`src/rtl/mult_share_ctrl.sv`:
```
// ============================================================================
// Module   : mult_share_ctrl
// Purpose  : Round-robin front end sharing one shift-add multiplier between
//            two valid/ready requesters, returning products per requester.
// Revision : 1.0  initial release
// ============================================================================
`default_nettype none

module mult_share_ctrl #(
    parameter  int WIDTH = 3,
    localparam int CW    = $clog2(WIDTH + 1)
) (
    input  logic                 clk,
    input  logic                 reset,
    input  logic [1:0]           req_valid,
    output logic [1:0]           req_ready,
    input  logic [WIDTH-1:0]     req_m0,
    input  logic [WIDTH-1:0]     req_M0,
    input  logic [WIDTH-1:0]     req_m1,
    input  logic [WIDTH-1:0]     req_M1,
    output logic [1:0]           rsp_valid,
    input  logic [1:0]           rsp_ready,
    output logic [2*WIDTH-1:0]   rsp_R,
    output logic                 busy,
    output logic [CW-1:0]        count_out
);

    typedef enum logic [1:0] {
        c_IDLE = 2'd0,
        c_RUN  = 2'd1,
        c_DONE = 2'd2
    } state_t;

    state_t              r_state;
    state_t              w_next_state;

    logic [WIDTH-1:0]    r_m;
    logic [2*WIDTH-1:0]  r_M;
    logic [2*WIDTH-1:0]  r_acc;
    logic [2*WIDTH-1:0]  r_rsp_R;
    logic [1:0]          r_rsp_valid;
    logic [CW-1:0]       r_count;
    logic                r_owner;
    logic                r_last_grant;

    logic                w_grant;
    logic [1:0]          w_req_ready;
    logic                w_accept;
    logic                w_rsp_hs;

    always_ff @(posedge clk or negedge reset) begin
        if (!reset) begin
            r_state <= c_IDLE;
        end else begin
            r_state <= w_next_state;
        end
    end

    // Ready is also gated by the active-low reset so nothing looks accepted
    // while the block is held in reset.
    always_comb begin
        w_next_state = r_state;
        w_grant      = 1'b0;
        w_req_ready  = 2'b00;
        w_accept     = 1'b0;
        w_rsp_hs     = 1'b0;

        case (req_valid)
            2'b01:   w_grant = 1'b0;
            2'b10:   w_grant = 1'b1;
            2'b11:   w_grant = ~r_last_grant;
            default: w_grant = 1'b0;
        endcase

        case (r_state)
            c_IDLE: begin
                w_req_ready[w_grant] = req_valid[w_grant] & reset;
                w_accept             = |w_req_ready;
                if (w_accept) begin
                    w_next_state = c_RUN;
                end
            end
            c_RUN: begin
                if (r_count == CW'(1)) begin
                    w_next_state = c_DONE;
                end
            end
            c_DONE: begin
                w_rsp_hs = r_rsp_valid[r_owner] & rsp_ready[r_owner];
                if (w_rsp_hs) begin
                    w_next_state = c_IDLE;
                end
            end
            default: begin
                w_next_state = c_IDLE;
            end
        endcase
    end

    always_ff @(posedge clk or negedge reset) begin
        if (!reset) begin
            r_m          <= '0;
            r_M          <= '0;
            r_acc        <= '0;
            r_rsp_R      <= '0;
            r_rsp_valid  <= 2'b00;
            r_count      <= '0;
            r_owner      <= 1'b0;
            r_last_grant <= 1'b1;
        end else begin
            case (r_state)
                c_IDLE: begin
                    if (w_accept) begin
                        r_m          <= w_grant ? req_m1 : req_m0;
                        r_M          <= {{WIDTH{1'b0}}, (w_grant ? req_M1 : req_M0)};
                        r_acc        <= '0;
                        r_owner      <= w_grant;
                        r_last_grant <= w_grant;
                        r_count      <= CW'(WIDTH);
                    end
                end
                c_RUN: begin
                    if (r_m[0]) begin
                        r_acc <= r_acc + r_M;
                    end
                    r_m     <= r_m >> 1;
                    r_M     <= r_M << 1;
                    r_count <= r_count - CW'(1);
                end
                c_DONE: begin
                    // Result is presented one cycle after entering DONE and
                    // released only after the owner has seen it valid.
                    if (w_rsp_hs) begin
                        r_rsp_valid <= 2'b00;
                    end else begin
                        r_rsp_valid <= r_owner ? 2'b10 : 2'b01;
                        r_rsp_R     <= r_acc;
                    end
                end
                default: begin
                    r_rsp_valid <= 2'b00;
                end
            endcase
        end
    end

    assign req_ready = w_req_ready;
    assign rsp_valid = r_rsp_valid;
    assign rsp_R     = r_rsp_R;
    assign busy      = (r_state != c_IDLE);
    assign count_out = r_count;

endmodule

`default_nettype wire
```
`config.mk`:
```
export PLATFORM = sky130hd
export DESIGN_NAME = mult_share_ctrl
export DESIGN_NICKNAME = d
export VERILOG_FILES = /design/src/rtl/mult_share_ctrl.sv
export SDC_FILE = /design/constraint.sdc
export NUM_CORES = 1
export LEC_CHECK = 0
export ABC_AREA = 1
export ABC_CLOCK_PERIOD_IN_PS = 2000
export BUFFER_PORTS_ARGS = -buffer_cell sky130_fd_sc_hd__buf_2
export CAP_MARGIN = 20
export CORE_MARGIN = 1
export CORE_UTILIZATION = 43
export DETAILED_ROUTE_END_ITERATION = 12
export GPL_ROUTABILITY_DRIVEN = 1
export GPL_TIMING_DRIVEN = 0
export REMOVE_ABC_BUFFERS = 1
export SETUP_SLACK_MARGIN = 0.3
export SLEW_MARGIN = 20
export SYNTH_ARGS = -nofsm -noshare
export SYNTH_HDL_FRONTEND = slang
export SYNTH_SLANG_ARGS = --single-unit
```
`constraint.sdc`:
```
create_clock -name clk -period 2 [get_ports clk]
set_input_delay 0.2 -clock clk [delete_from_list [all_inputs] [get_ports clk]]
set_output_delay 0.2 -clock clk [all_outputs]
set_load 0.02 [all_outputs]
```
==> flow_results.org <==
** Drt
- In the routed design, unresolved DRC markers number 0.
- For this run, the detailed router's first-pass iteration total came to 4.
- Final routed wire length divided by cell count :: 12.4 um
- After the first detailed-routing iteration, the DRC count stood at 41.
- The detailed router placed 1316 vias in this run.
- Overall routed net length :: 3300 um
- Using the TritonRoute via totals, the vias-per-cell ratio works out to 4.95.
- In this run the remaining antenna-violating nets after routing total 0.

** Final layout
- Number of nets at the end of the flow :: 244
- Multi-input gate area :: 711 um2
- The library cells used most frequently in the layout, excluding fill and tap cells, are nand2_1 (43), buf_2 (29), dfrtp_1 (28).
- 0 antenna diodes ended up in the layout.
- Registers take 727 um2.
- Most common cell after layout, fill and taps aside :: nand2_1
- Area grow syn2layout :: 21.4%
- Filler instances :: 338
- Measured on the finished design, the core utilization comes to 0.557.
- Fraction of final layout cells sized beyond drive strength 1 :: 0.350

** Power
- Of the total power, the share spent switching nets is 0.459.
- Sequential group share of total power :: 0.367
- Worst IR Drop VDD :: 0.660 mV
- In this run the power spent charging and discharging nets is 1.26 mW.
- Overall power consumption after layout is estimated at 2.74 mW.
- In this run the power density over the cells is 1450 nW/um2.
- The internal power of the cells totals 1.48 mW.
- The share of total power dissipated in combinational logic is 0.506.
- The analysis attributes to cell leakage a power of 1.01 nW.
- Of the total power, the clock network draws 0.127.

** Yosys
- Share of the yosys chip area belonging to registers :: 0.467
- Summing every instance area after synthesis gives 1560 um2.
- In the synthesized netlist the async set-or-reset flop fraction comes to 1.00.
- Counting every instance in the synthesized netlist gives 176.
- Yosys mapped a number of flops with a built-in enable equal to 0.
- The number of different library cells used by synthesis comes to 26.
- Syn_area_per_cell :: 8.84 um2
- Yosys reg bits :: 29
- Post-synth top flop :: dfrtp_1
- Yosys warning count :: 0

** Worst setup path
- Data required, critical path :: 1.80 ns
- The most critical setup path has its startpoint at r_last_grant.
- For this run, the slowest stage of the critical path takes 0.52 ns.
- Following the worst setup path forward leads to its endpoint at req_ready[0].
- For flop-to-flop paths, the worst setup slack is 0.43 ns.
- The worst setup path is launched from a flip-flop.
- The signal on the critical path passes through inv_1, o21ai_4, and2_4, buf_2.
- Worst-case reg-to-reg path depth :: 8
- Along the worst path, the maximum fanout reaches 4.
- Reg-to-reg critical path startpoint :: r_acc[0]
- For the worst setup path, the data arrival time is 1.45 ns.
- Slowest-stage cell, CP :: dfstp_2
- Worst flop-to-flop path endpoint :: r_acc[4]
- The critical path is of the reg2out type.
- STA classifies the critical path endpoint as a primary output.

** Timing
- Final period util :: 0.826
- The routed design could run at a clock period as short as 1.65 ns.
- Fin Clk Skew :: 0.0125 ns
- Max-slew headroom at the worst pin :: 0.745
- For the pin with the worst max-slew slack, the measured transition is 0.383 ns.
- Summed over all failing endpoints, the final setup total negative slack is 0 ns.
- Number of pins with negative max-slew slack in the final report :: 0
- Setup violations remaining at the end of the flow were counted as 0.
- RSZ-0062 raised after global routing :: false
- Final Hold Violating Endpoints :: 0
- Based on the critical path, the design can be clocked at up to 605 MHz.

** Floorplan
- For this configuration, the core starts out at a cell density of 0.459.
- The die is 62.2 um tall.
- Placement Rows :: 21
- The total area inside the core boundary comes to 3390 um2.
- In this run the count of I/O pins placed on the die edge is 31.
- The floorplan step defined a die boundary enclosing 3860 um2.
- The die is 62.2 um wide.

** CTS
- Clock tree from TritonCTS :: built
- Clock-pin slew was measured on the worst setup and hold paths at 0.10 ns.
- In this run the number of H-tree levels came out at 2.
- Cts bufs inserted :: 5
- The clock net in this run drives a total of 29 sinks.
- Clock latency on the worst-skew pair, taken at its later pin, is 0.33 ns.
- Maximum clock path buffer count :: 2
- Clock root buffer master :: clkbuf_4

** Global routing
- Vias in the first global route :: 1300
- Wire length of the first global-routing pass :: 5800 um
- For this run the aggregate overflow at the end of global routing stands at 0.
- Number of antenna violations at the first check in global routing :: 0
- Maximum number of pins on one net before global-route repair :: 29
- Across every metal layer, demand over resource in global routing totals 0.196.

** Worst hold path
- Hold Crit Class :: in2reg

** Place
- Post-detailed-placement half-perimeter wirelength :: 2270 um
- GPL Wtd Cong :: 0.795
- Buffers added on ports :: 30

** Outcome
- The run finished with clean final reports.

** Run
- The tool flagged a number of max-cap violations equal to 0.
critical path, delay by kind of cell, from the launching register on:
kind	cells	cell delay (ns)
simple gates	1	0.19
buf+inv	2	0.23
flops	1	0.52
compound gates	1	0.19
kinds of logic (layout without fill, tap and decap cells):
group | Yosys count | count (layout) | share of synthesized area
AO/OA/AOI/OAI | 33 | 33 | 0.132
flip-flops | 29 | 29 | 0.467
AND/OR/NAND/NOR | 75 | 75 | 0.248
XOR/XNOR | 1 | 1 | 0.00563
buffers and inverters | 31 | 75 | 0.0860
adder cells (fa/ha/maj) | 7 | 7 | 0.0611
worst min-delay path by stage:
stage          startpoint            to  slack [ns]  cells past startpoint
2_1_floorplan       reset  count_out[0]        -0.1                      0
3_3_place_gp        reset  rsp_valid[1]        0.28                      1
3_5_place_dp        reset  rsp_valid[1]        0.29                      1
4_1_cts         req_m0[2]        r_m[2]        0.07                      3
5_1_grt         req_m0[2]        r_m[2]        0.08                      3
6_report        req_m0[2]        r_m[2]        0.08                      3
power by group through the flow:
stage	Combinational (mW)	Sequential (mW)	Clock [mW]
3_5_place_dp	1.30	1.03	0
5_1_grt	1.57	1.04	0.388
3_3_place_gp	1.27	1.01	0
2_1_floorplan	0.873	1.10	0
4_1_cts	1.33	1.02	0.359
6_report	1.39	1.01	0.349
sequential cells by signal (all words and copies together), names as in the netlist:
signal / flops
rsp_R: 6
r_M: 6
r_owner: 1
count_out: 2
r_last_grant: 1
r_state: 2
rsp_valid: 2
r_m: 3
r_acc: 6
cell type report:
class,count,area share
flip-flops and latches,29,0.385
multi-input cells,116,0.376
repair buffers,38,0.121
inverters,29,0.0589
well taps,46,0.0305
clock buffers,5,0.0199
clock inverters,3,0.00927
synthesized netlist by cell type (all sizes together), types with 2 or more instances:
| library cell | instances | share of area |
|---|---|---|
| nor2 | 5 | 0.023 |
| a21oi | 5 | 0.016 |
| buf | 2 | 0.014 |
| o22ai | 2 | 0.0080 |
| inv | 29 | 0.072 |
| ha | 6 | 0.048 |
| nand2 | 50 | 0.14 |
| nand3b | 2 | 0.0096 |
| nand3 | 16 | 0.061 |
| o21ai | 24 | 0.096 |
| dfrtp | 28 | 0.45 |
repair_timing:
| action | CTS | global route |
|---|---|---|
| gates resized for setup | 3 | 2 |
| setup endpoints to repair | 2 | 3 |
| hold buffers | 2 | 0 |
| setup buffers | 1 | 5 |
| endpoints found under the hold margin | 28 | 0 |
| pin swaps | 1 | 2 |
metrics by stage:
| stage | worst slack, ns | hold WS, ns | cell area, um2 | cells |
|---|---|---|---|---|
| global placement | 0.288 | 0.282 | 1740 | 250 |
| CTS | 0.290 | 0.0732 | 1850 | 261 |
| floorplan | 0.557 | -0.0956 | 1530 | 174 |
| detailed placement | 0.264 | 0.287 | 1740 | 250 |
| finish | 0.348 | 0.0787 | 1890 | 266 |
| global route | 0.296 | 0.0797 | 1890 | 266 |
layer usage:
layer | GRT usage | up-vias | wire length, um
li1 | - | 653 | -
met1 | 0.238 | 628 | 1540
met5 | 0 | - | 0
met3 | 0.0699 | 4 | 144
met4 | 0.0698 | 0 | 57
met2 | 0.321 | 31 | 1550
No activity file was read; power rests on OpenSTA's default activity.
